$ cat src/rtl/pooling_input_serializer_if.sv
// Stream bundle between the pooling line buffer, the serializer and the pooling comparator.
// Both sides use valid/ready: a beat moves on a rising clk edge where valid and ready are
// both high; valid never waits on ready, and the source holds its data stable until the beat moves.
interface pooling_input_serializer_if #(
  parameter int DATA_WIDTH  = 32,
  parameter int KERNEL_SIZE = 2,
  parameter int CHANNELS    = 1
);
  logic                                    in_valid;
  logic                                    in_ready;
  logic [CHANNELS*KERNEL_SIZE*DATA_WIDTH-1:0] data_in;
  logic                                    out_valid;
  logic                                    out_ready;
  logic [CHANNELS*DATA_WIDTH-1:0]          data_out;
  logic                                    out_first;
  logic                                    out_last;
  logic                                    out_row_last;

  modport master (
    output in_valid, data_in, out_ready,
    input  in_ready, out_valid, data_out, out_first, out_last, out_row_last
  );

  modport slave (
    input  in_valid, data_in, out_ready,
    output in_ready, out_valid, data_out, out_first, out_last, out_row_last
  );
endinterface

$ cat src/rtl/pooling_input_serializer.sv
// Multi-channel parallel-to-serial front end for the pooling comparator: takes one
// KERNEL_SIZE-word group per channel and emits it one word per cycle, all lanes in lockstep.
module pooling_input_serializer #(
  parameter int DATA_WIDTH  = 32,
  parameter int KERNEL_SIZE = 2,
  parameter int CHANNELS    = 1,
  parameter int INPUT_SIZE  = 6
) (
  input  logic                      clk,
  input  logic                      rst_n,
  input  logic                      flush,
  pooling_input_serializer_if.slave bus,
  output logic                      dbg_state
);

  localparam int GPR   = INPUT_SIZE / KERNEL_SIZE;
  localparam int IDX_W = $clog2(KERNEL_SIZE);
  localparam int GC_W  = (GPR > 1) ? $clog2(GPR) : 1;
  localparam logic [IDX_W-1:0] LAST_IDX = IDX_W'(KERNEL_SIZE - 1);
  localparam logic [GC_W-1:0]  LAST_GRP = GC_W'(GPR - 1);

  typedef enum logic {
    IDLE  = 1'b0,
    SHIFT = 1'b1
  } state_e;

  typedef logic [CHANNELS-1:0][KERNEL_SIZE-1:0][DATA_WIDTH-1:0] stage_t;

  state_e           state_q, state_d;
  logic             out_valid_q, out_valid_d;
  logic [IDX_W-1:0] word_idx_q, word_idx_d;
  logic [GC_W-1:0]  group_cnt_q, group_cnt_d;
  stage_t           stage_q, stage_d;

  logic in_ready;
  logic load;
  logic pop;
  logic is_last;

  // Word 0 of every channel slice is its most-significant word.
  function automatic stage_t unpack_group(
    input logic [CHANNELS*KERNEL_SIZE*DATA_WIDTH-1:0] din
  );
    stage_t s;
    for (int c = 0; c < CHANNELS; c++) begin
      for (int k = 0; k < KERNEL_SIZE; k++) begin
        s[c][k] = din[(c*KERNEL_SIZE + (KERNEL_SIZE-1-k))*DATA_WIDTH +: DATA_WIDTH];
      end
    end
    return s;
  endfunction

  function automatic stage_t shift_down(input stage_t s_in);
    stage_t s;
    for (int c = 0; c < CHANNELS; c++) begin
      for (int k = 0; k < KERNEL_SIZE-1; k++) begin
        s[c][k] = s_in[c][k+1];
      end
      s[c][KERNEL_SIZE-1] = '0;
    end
    return s;
  endfunction

  assign is_last = (word_idx_q == LAST_IDX);

  // A new group is only taken when the current one is about to leave, so flush and
  // downstream stalls both block acceptance.
  always_comb begin
    in_ready = 1'b0;
    if (!flush) begin
      if (state_q == IDLE) in_ready = 1'b1;
      else                 in_ready = bus.out_ready && is_last;
    end
  end

  assign load = bus.in_valid && in_ready;
  assign pop  = out_valid_q && bus.out_ready;

  always_comb begin
    state_d     = state_q;
    out_valid_d = out_valid_q;
    word_idx_d  = word_idx_q;
    group_cnt_d = group_cnt_q;
    stage_d     = stage_q;

    if (flush) begin
      state_d     = IDLE;
      out_valid_d = 1'b0;
      word_idx_d  = '0;
      group_cnt_d = '0;
      stage_d     = '0;
    end else begin
      case (state_q)
        IDLE: begin
          if (load) begin
            stage_d     = unpack_group(bus.data_in);
            word_idx_d  = '0;
            state_d     = SHIFT;
            out_valid_d = 1'b1;
          end
        end
        SHIFT: begin
          if (pop) begin
            if (is_last) begin
              group_cnt_d = (group_cnt_q == LAST_GRP) ? '0 : group_cnt_q + 1'b1;
              word_idx_d  = '0;
              if (load) begin
                stage_d = unpack_group(bus.data_in);
              end else begin
                stage_d     = shift_down(stage_q);
                state_d     = IDLE;
                out_valid_d = 1'b0;
              end
            end else begin
              stage_d    = shift_down(stage_q);
              word_idx_d = word_idx_q + 1'b1;
            end
          end
        end
        default: begin
          state_d     = IDLE;
          out_valid_d = 1'b0;
        end
      endcase
    end
  end

  always_ff @(posedge clk or negedge rst_n) begin
    if (!rst_n) begin
      state_q     <= IDLE;
      out_valid_q <= 1'b0;
      word_idx_q  <= '0;
      group_cnt_q <= '0;
      stage_q     <= '0;
    end else begin
      state_q     <= state_d;
      out_valid_q <= out_valid_d;
      word_idx_q  <= word_idx_d;
      group_cnt_q <= group_cnt_d;
      stage_q     <= stage_d;
    end
  end

  always_comb begin
    bus.data_out = '0;
    for (int c = 0; c < CHANNELS; c++) begin
      bus.data_out[c*DATA_WIDTH +: DATA_WIDTH] = stage_q[c][0];
    end
  end

  assign bus.in_ready     = in_ready;
  assign bus.out_valid    = out_valid_q;
  assign bus.out_first    = out_valid_q && (word_idx_q == '0);
  assign bus.out_last     = out_valid_q && is_last;
  assign bus.out_row_last = bus.out_last && (group_cnt_q == LAST_GRP);
  assign dbg_state        = (state_q == SHIFT);

endmodule

$ cat src/flat_wrapper.sv
// flat-port wrapper written by rule: the top's interface ports become plain ports
module pooling_input_serializer_flat 
#(
  parameter int DATA_WIDTH  = 32,
  parameter int KERNEL_SIZE = 2,
  parameter int CHANNELS    = 1,
  parameter int INPUT_SIZE  = 6
)
  (clk, rst_n, flush, dbg_state, bus_in_valid, bus_data_in, bus_out_ready, bus_in_ready, bus_out_valid, bus_data_out, bus_out_first, bus_out_last, bus_out_row_last);
  pooling_input_serializer_if #(.DATA_WIDTH(DATA_WIDTH), .KERNEL_SIZE(KERNEL_SIZE), .CHANNELS(CHANNELS)) bus_i ();
  input  logic clk;
  input  logic rst_n;
  input  logic flush;
  output logic dbg_state;
  input wire logic [$bits(bus_i.in_valid)-1:0] bus_in_valid;
  input wire logic [$bits(bus_i.data_in)-1:0] bus_data_in;
  input wire logic [$bits(bus_i.out_ready)-1:0] bus_out_ready;
  output wire logic [$bits(bus_i.in_ready)-1:0] bus_in_ready;
  output wire logic [$bits(bus_i.out_valid)-1:0] bus_out_valid;
  output wire logic [$bits(bus_i.data_out)-1:0] bus_data_out;
  output wire logic [$bits(bus_i.out_first)-1:0] bus_out_first;
  output wire logic [$bits(bus_i.out_last)-1:0] bus_out_last;
  output wire logic [$bits(bus_i.out_row_last)-1:0] bus_out_row_last;
  assign bus_i.in_valid = bus_in_valid;
  assign bus_i.data_in = bus_data_in;
  assign bus_i.out_ready = bus_out_ready;
  assign bus_in_ready = bus_i.in_ready;
  assign bus_out_valid = bus_i.out_valid;
  assign bus_data_out = bus_i.data_out;
  assign bus_out_first = bus_i.out_first;
  assign bus_out_last = bus_i.out_last;
  assign bus_out_row_last = bus_i.out_row_last;
  pooling_input_serializer #(.DATA_WIDTH(DATA_WIDTH), .KERNEL_SIZE(KERNEL_SIZE), .CHANNELS(CHANNELS), .INPUT_SIZE(INPUT_SIZE)) u_core (.clk(clk), .rst_n(rst_n), .flush(flush), .bus(bus_i), .dbg_state(dbg_state));
endmodule
$ cat config.mk
export PLATFORM = sky130hd
export DESIGN_NAME = pooling_input_serializer_flat
export DESIGN_NICKNAME = d
export VERILOG_FILES = /design/src/rtl/pooling_input_serializer_if.sv /design/src/rtl/pooling_input_serializer.sv /design/src/flat_wrapper.sv
export SDC_FILE = /design/constraint.sdc
export NUM_CORES = 1
export LEC_CHECK = 0
export CAP_MARGIN = 10
export CORE_ASPECT_RATIO = 0.75
export CORE_UTILIZATION = 40
export CTS_CLUSTER_SIZE = 28
export DETAILED_ROUTE_END_ITERATION = 10
export PLACE_DENSITY = 0.7
export SYNTH_ARGS = -nofsm -noshare
export SYNTH_HDL_FRONTEND = slang
export SYNTH_SLANG_ARGS = --single-unit
$ cat constraint.sdc
create_clock -name clk -period 2.25 [get_ports clk]
set_clock_uncertainty 0.05 [all_clocks]
set_input_delay 0.45 -clock clk [delete_from_list [all_inputs] [get_ports clk]]
set_output_delay 0.45 -clock clk [all_outputs]
set_load 0.005 [all_outputs]
== Yosys cells after proc, flatten, opt, wreduce, memory -nomap -nowiden ==
Cells that the tools add are included.
Cells by class
  add/sub/neg operators: 2
  eq/ne operators: 5
  multiplexer cells: 29
  bitwise operators: 2
  reductions and logical operators: 12
Operators with widths (number)
  64-bit two-way mux: 5
  64-bit case mux with 2 select lines: 1
  1-bit two-way mux: 15
  2-bit two-way mux: 5
  3-bit inequality test, second input constant: 3
  1-bit logical AND: 6
  1-bit case mux with 2 select lines: 3
  2-bit nonzero test: 3
  4-bit AND reduction: 1
  3-bit by 2-bit inequality test with 1-bit output, second input constant: 1
  3-bit AND reduction: 1
  2-bit by 1-bit adder with 2-bit output, second input constant: 1
  2-bit equality test, second input constant: 1
  1-bit NOT: 2
  2-bit AND reduction: 1
  1-bit adder, second input constant: 1
Word-level totals
  register bits after elaboration: 69
  bits of input ports: 69
  output and inout port bits: 38
  logic and storage cells: 56

== Longest topological paths before layout ==
  depth in word-level cells: 9
  mapped depth: 6
  depth with buffers taken out: 3

== Worst setup path before layout ==
No wires, ideal clock.
  path kind: input-to-output
  from: in flush
  to: out bus_in_ready
  arrival time: 1.314 ns
  data required time: 1.750 ns
  setup slack: 0.436 ns
  stages on the path: 4
  path buffers: 3
  path through: buf_2 > buf_2 > buf_1 > a21oi_1
On the way
  longest elaborated chain between the ends: 1
Ends and longest elaborated chain
  start: declaration: line flat_wrapper.sv:13  | input logic flush;
  1-bit two-way mux: line pooling_input_serializer.sv:70  | if (!flush) begin
  end: declaration: line flat_wrapper.sv:18  | output wire logic [$bits(bus_i.in_ready)-1:0] bus_in_ready;
No other way between the ends.

== Final worst setup path ==
  from: reg u_core.out_valid_q, in the netlist u_core.bus.out_valid
  to: out bus_out_row_last
On the way
  longest elaborated chain between the ends: 2
Ends and longest elaborated chain
  start: declaration: line pooling_input_serializer.sv:30  | logic out_valid_q, out_valid_d;
  start signal: assignment: line pooling_input_serializer.sv:137  | out_valid_q <= out_valid_d;
  1-bit logical AND: line pooling_input_serializer.sv:154  | assign bus.out_last = out_valid_q && is_last;
  1-bit logical AND: line pooling_input_serializer.sv:155  | assign bus.out_row_last = bus.out_last && (group_cnt_q == LAST_GRP);
  end: declaration: line flat_wrapper.sv:23  | output wire logic [$bits(bus_i.out_row_last)-1:0] bus_out_row_last;
No other way between the ends.

==> results.cfg <==
[status]
status = finished, violations left
violations = design-rule violations

[global_routing]
grt_max_degree = 38
globalRouteOverflowTotal = 0
grt.total_usage_pct = 21.8
grt_pass1_wl_um = 15700
antenna_found_initial = 0
grt_pass1_vias = 2999

[worst_setup_path]
critical_path.top_delay_family = buffers and inverters
cp-endpoint = bus_out_row_last
worstSetupEndpointType = output pin
reg2reg_depth = 6
critical_path_depth = 4
path_max_fanout = 7
crit_path_max_incr_delay_ps = 430
reg2reg_slack_ps = 430
worstSetupPathType = reg -> out
reg2reg_to = u_core.bus.data_out[31]$_DFFE_PN0P_
crit_arrival_ps = 1610
slowest_stage = clkdlybuf4s50_1
worst-path-buf-inv = 2
critical_path.startpoint = u_core.bus.out_valid$_DFFE_PN0P_
reg2reg_from = u_core.dbg_state$_DFF_PN0_
critical_path_required_ps = 1750
cp_cell_sequence = buf_4 -> and2_1 -> and3b_1 -> clkdlybuf4s50_1
critPathLaunchType = flop

[placement]
gp_congestion = 0.798
dp.cells = 489
portBuffers = 106
dp_hpwl_um = 6350
dpl_cell_area_mm2 = 0.00460

[timing]
layout_min_cycle_time_ps = 2110
finalCritPeriodShare_pct = 93.9
worstMarginPinSlew_ps = 720
rsz0062_at_grt = no
fmax_mhz = 473
whs_ps = 18.2
slew-limit-headroom_pct = 51.8
slew_viol_final = 0
hold_viol_final = 0
setup_violations = 0

[cells_and_area]
finalInstanceArea_mm2 = 0.00491
drive_above_1_share_pct = 18.6
syn_to_final_growth_pct = 36.3
nets = 462
mostFrequentLayoutCells = clkdlybuf4s50_1 (103), dfrtp_1 (68), nand3_1 (33), a22o_1 (33)
fillers = 742
fin_cells = 506
n_antenna_cell = 0
layout.cells.most_common = clkdlybuf4s50_1

[floorplan]
ios = 107
start_util_pct = 41.8
core_mm2 = 0.00860
die_area_mm2 = 0.00938
fp.dieH_um = 84.1
die_width_um = 112
rows = 29

[logic_synthesis]
ys_seq_area_share_pct = 48.0
synth_nets = 396
netlist_instances = 327
synth.distinct_cells = 32
avgSynthCellArea_um2 = 11.0
syn_area_mm2 = 0.00360
yosysWarningCount = 0
synth_seq_cells = 69

[clock_tree]
cts.sinks = 69
root_buffer = clkbuf_16
worstSkewPairLatency_ps = 320
post_cts_buffers = 0
hold_buffers = 0
clock_path_buffers = 2
cts_max_level = 3
clkTransAtPathRegs_ps = 60
cts_made_buffers = 9
cts_tree = done

[drt]
drt_iter0_drc = 165
ant_nets = 0
dr.pass1.iters = 8
drc = 7
vias_per_cell = 5.94
wl_per_cell_um = 18.9
vias = 3008
wl_um = 9550

[power]
p_leak_nw = 1.94
powerDensity_mw_per_mm2 = 685
vdd_drop_max_mv = 0.328

[job]
cap_violations = 0

[worst_hold_path]
worstHoldPathType = in -> async
worst min-delay path by stage:
stage,from,end,slack (ps),cells past startpoint
final,rst_n,u_core.group_cnt_q[1]$_DFFE_PN0P_,20,1
after detailed placement,rst_n,u_core.group_cnt_q[1]$_DFFE_PN0P_,370,1
after global routing,rst_n,u_core.group_cnt_q[1]$_DFFE_PN0P_,50,1
after CTS,rst_n,u_core.group_cnt_q[1]$_DFFE_PN0P_,20,1
after floorplan,rst_n,u_core.bus.data_out[0]$_DFFE_PN0P_,100,0
after global placement,rst_n,u_core.bus.data_out[3]$_DFFE_PN0P_,380,1
Yosys cell counts:
cell type  number  area [um^2]
and3b_1         1         8.76
buf_2           8         40.0
dfrtp_1        69         1730
and3_1          1         6.26
nor4_1         32          200
a311oi_1        2         17.5
and2_1          1         6.26
inv_1           1         3.75
nor2b_1         2         12.5
a311oi_2       30          450
nor3_2          1         10.0
a22o_1         33          289
o21ai_1         1         5.00
buf_4          32          240
nor3_1          1         5.00
nand4b_1        1         8.76
o21ai_0        32          160
nor4b_1         1         8.76
a211oi_1        1         7.51
a21oi_1         3         15.0
nand3_1        33          165
a21o_1          1         7.51
or3_1           1         6.26
nand2b_1        1         6.26
and4b_1         1         10.0
nor2_1          2         7.51
a41oi_1         1         8.76
buf_1           3         11.3
buf_6           4         45.0
mux2_2          1         11.3
nand2_1         1         3.75
clkbuf_1       25         93.8
layer usage:
layer | track usage, % | routed length (um)
met3 | 5.42 | 644
met1 | 29.1 | 4150
met5 | 0 | 0
met2 | 35.2 | 4660
met4 | 7.00 | 102
where the power goes:
| part | internal, mW | switching [mW] |
|---|---|---|
| combinational | 0.339 | 0.268 |
| clock | 0.855 | 0.510 |
| sequential | 1.33 | 0.0563 |
| total | 2.52 | 0.834 |
logic make-up after synthesis:
logic type	Yosys count	synth area share, %
flops	69	48.0
buf+inv	73	12.1
mux	1	0.313
compound gates	104	26.7
simple gates	80	12.9
sequential cells by signal, summed over array words and instances (netlist names):
name and count:
u_core.stage_q 32, u_core.is_last 1, u_core.bus.data_out 32, u_core.bus.out_valid 1
u_core.group_cnt_q 2, u_core.dbg_state 1
layout make-up:
cell class / count / area (um^2) / share of cell area, %
clock inverter: 6 / 63.8 / 1.30
multi-input combinational: 185 / 1460 / 29.8
clock buffer: 10 / 229 / 4.67
sequential: 69 / 1730 / 35.2
tap: 108 / 135 / 2.75
timing repair buffer: 127 / 1280 / 26.1
inverter: 1 / 3.75 / 0.0765
per-stage QoR:
stage	power (mW)	TNS, ps	util (%)	setup WS, ps
global route	3.51	0	57.0	49.4
global placement	2.00	-8950	53.5	-274
finish	3.36	0	57.0	137
CTS	3.38	0	56.9	4.63
floorplan	1.73	0	-	436
detailed placement	2.01	-11310	53.5	-346
timing repair:
item	4_1_cts	5_1_grt
endpoints found under the setup margin	33	1
endpoints found under the hold margin	0	0
gates resized for setup	1	1
pin swaps	1	0
No activity file was read; power rests on OpenSTA's default activity.
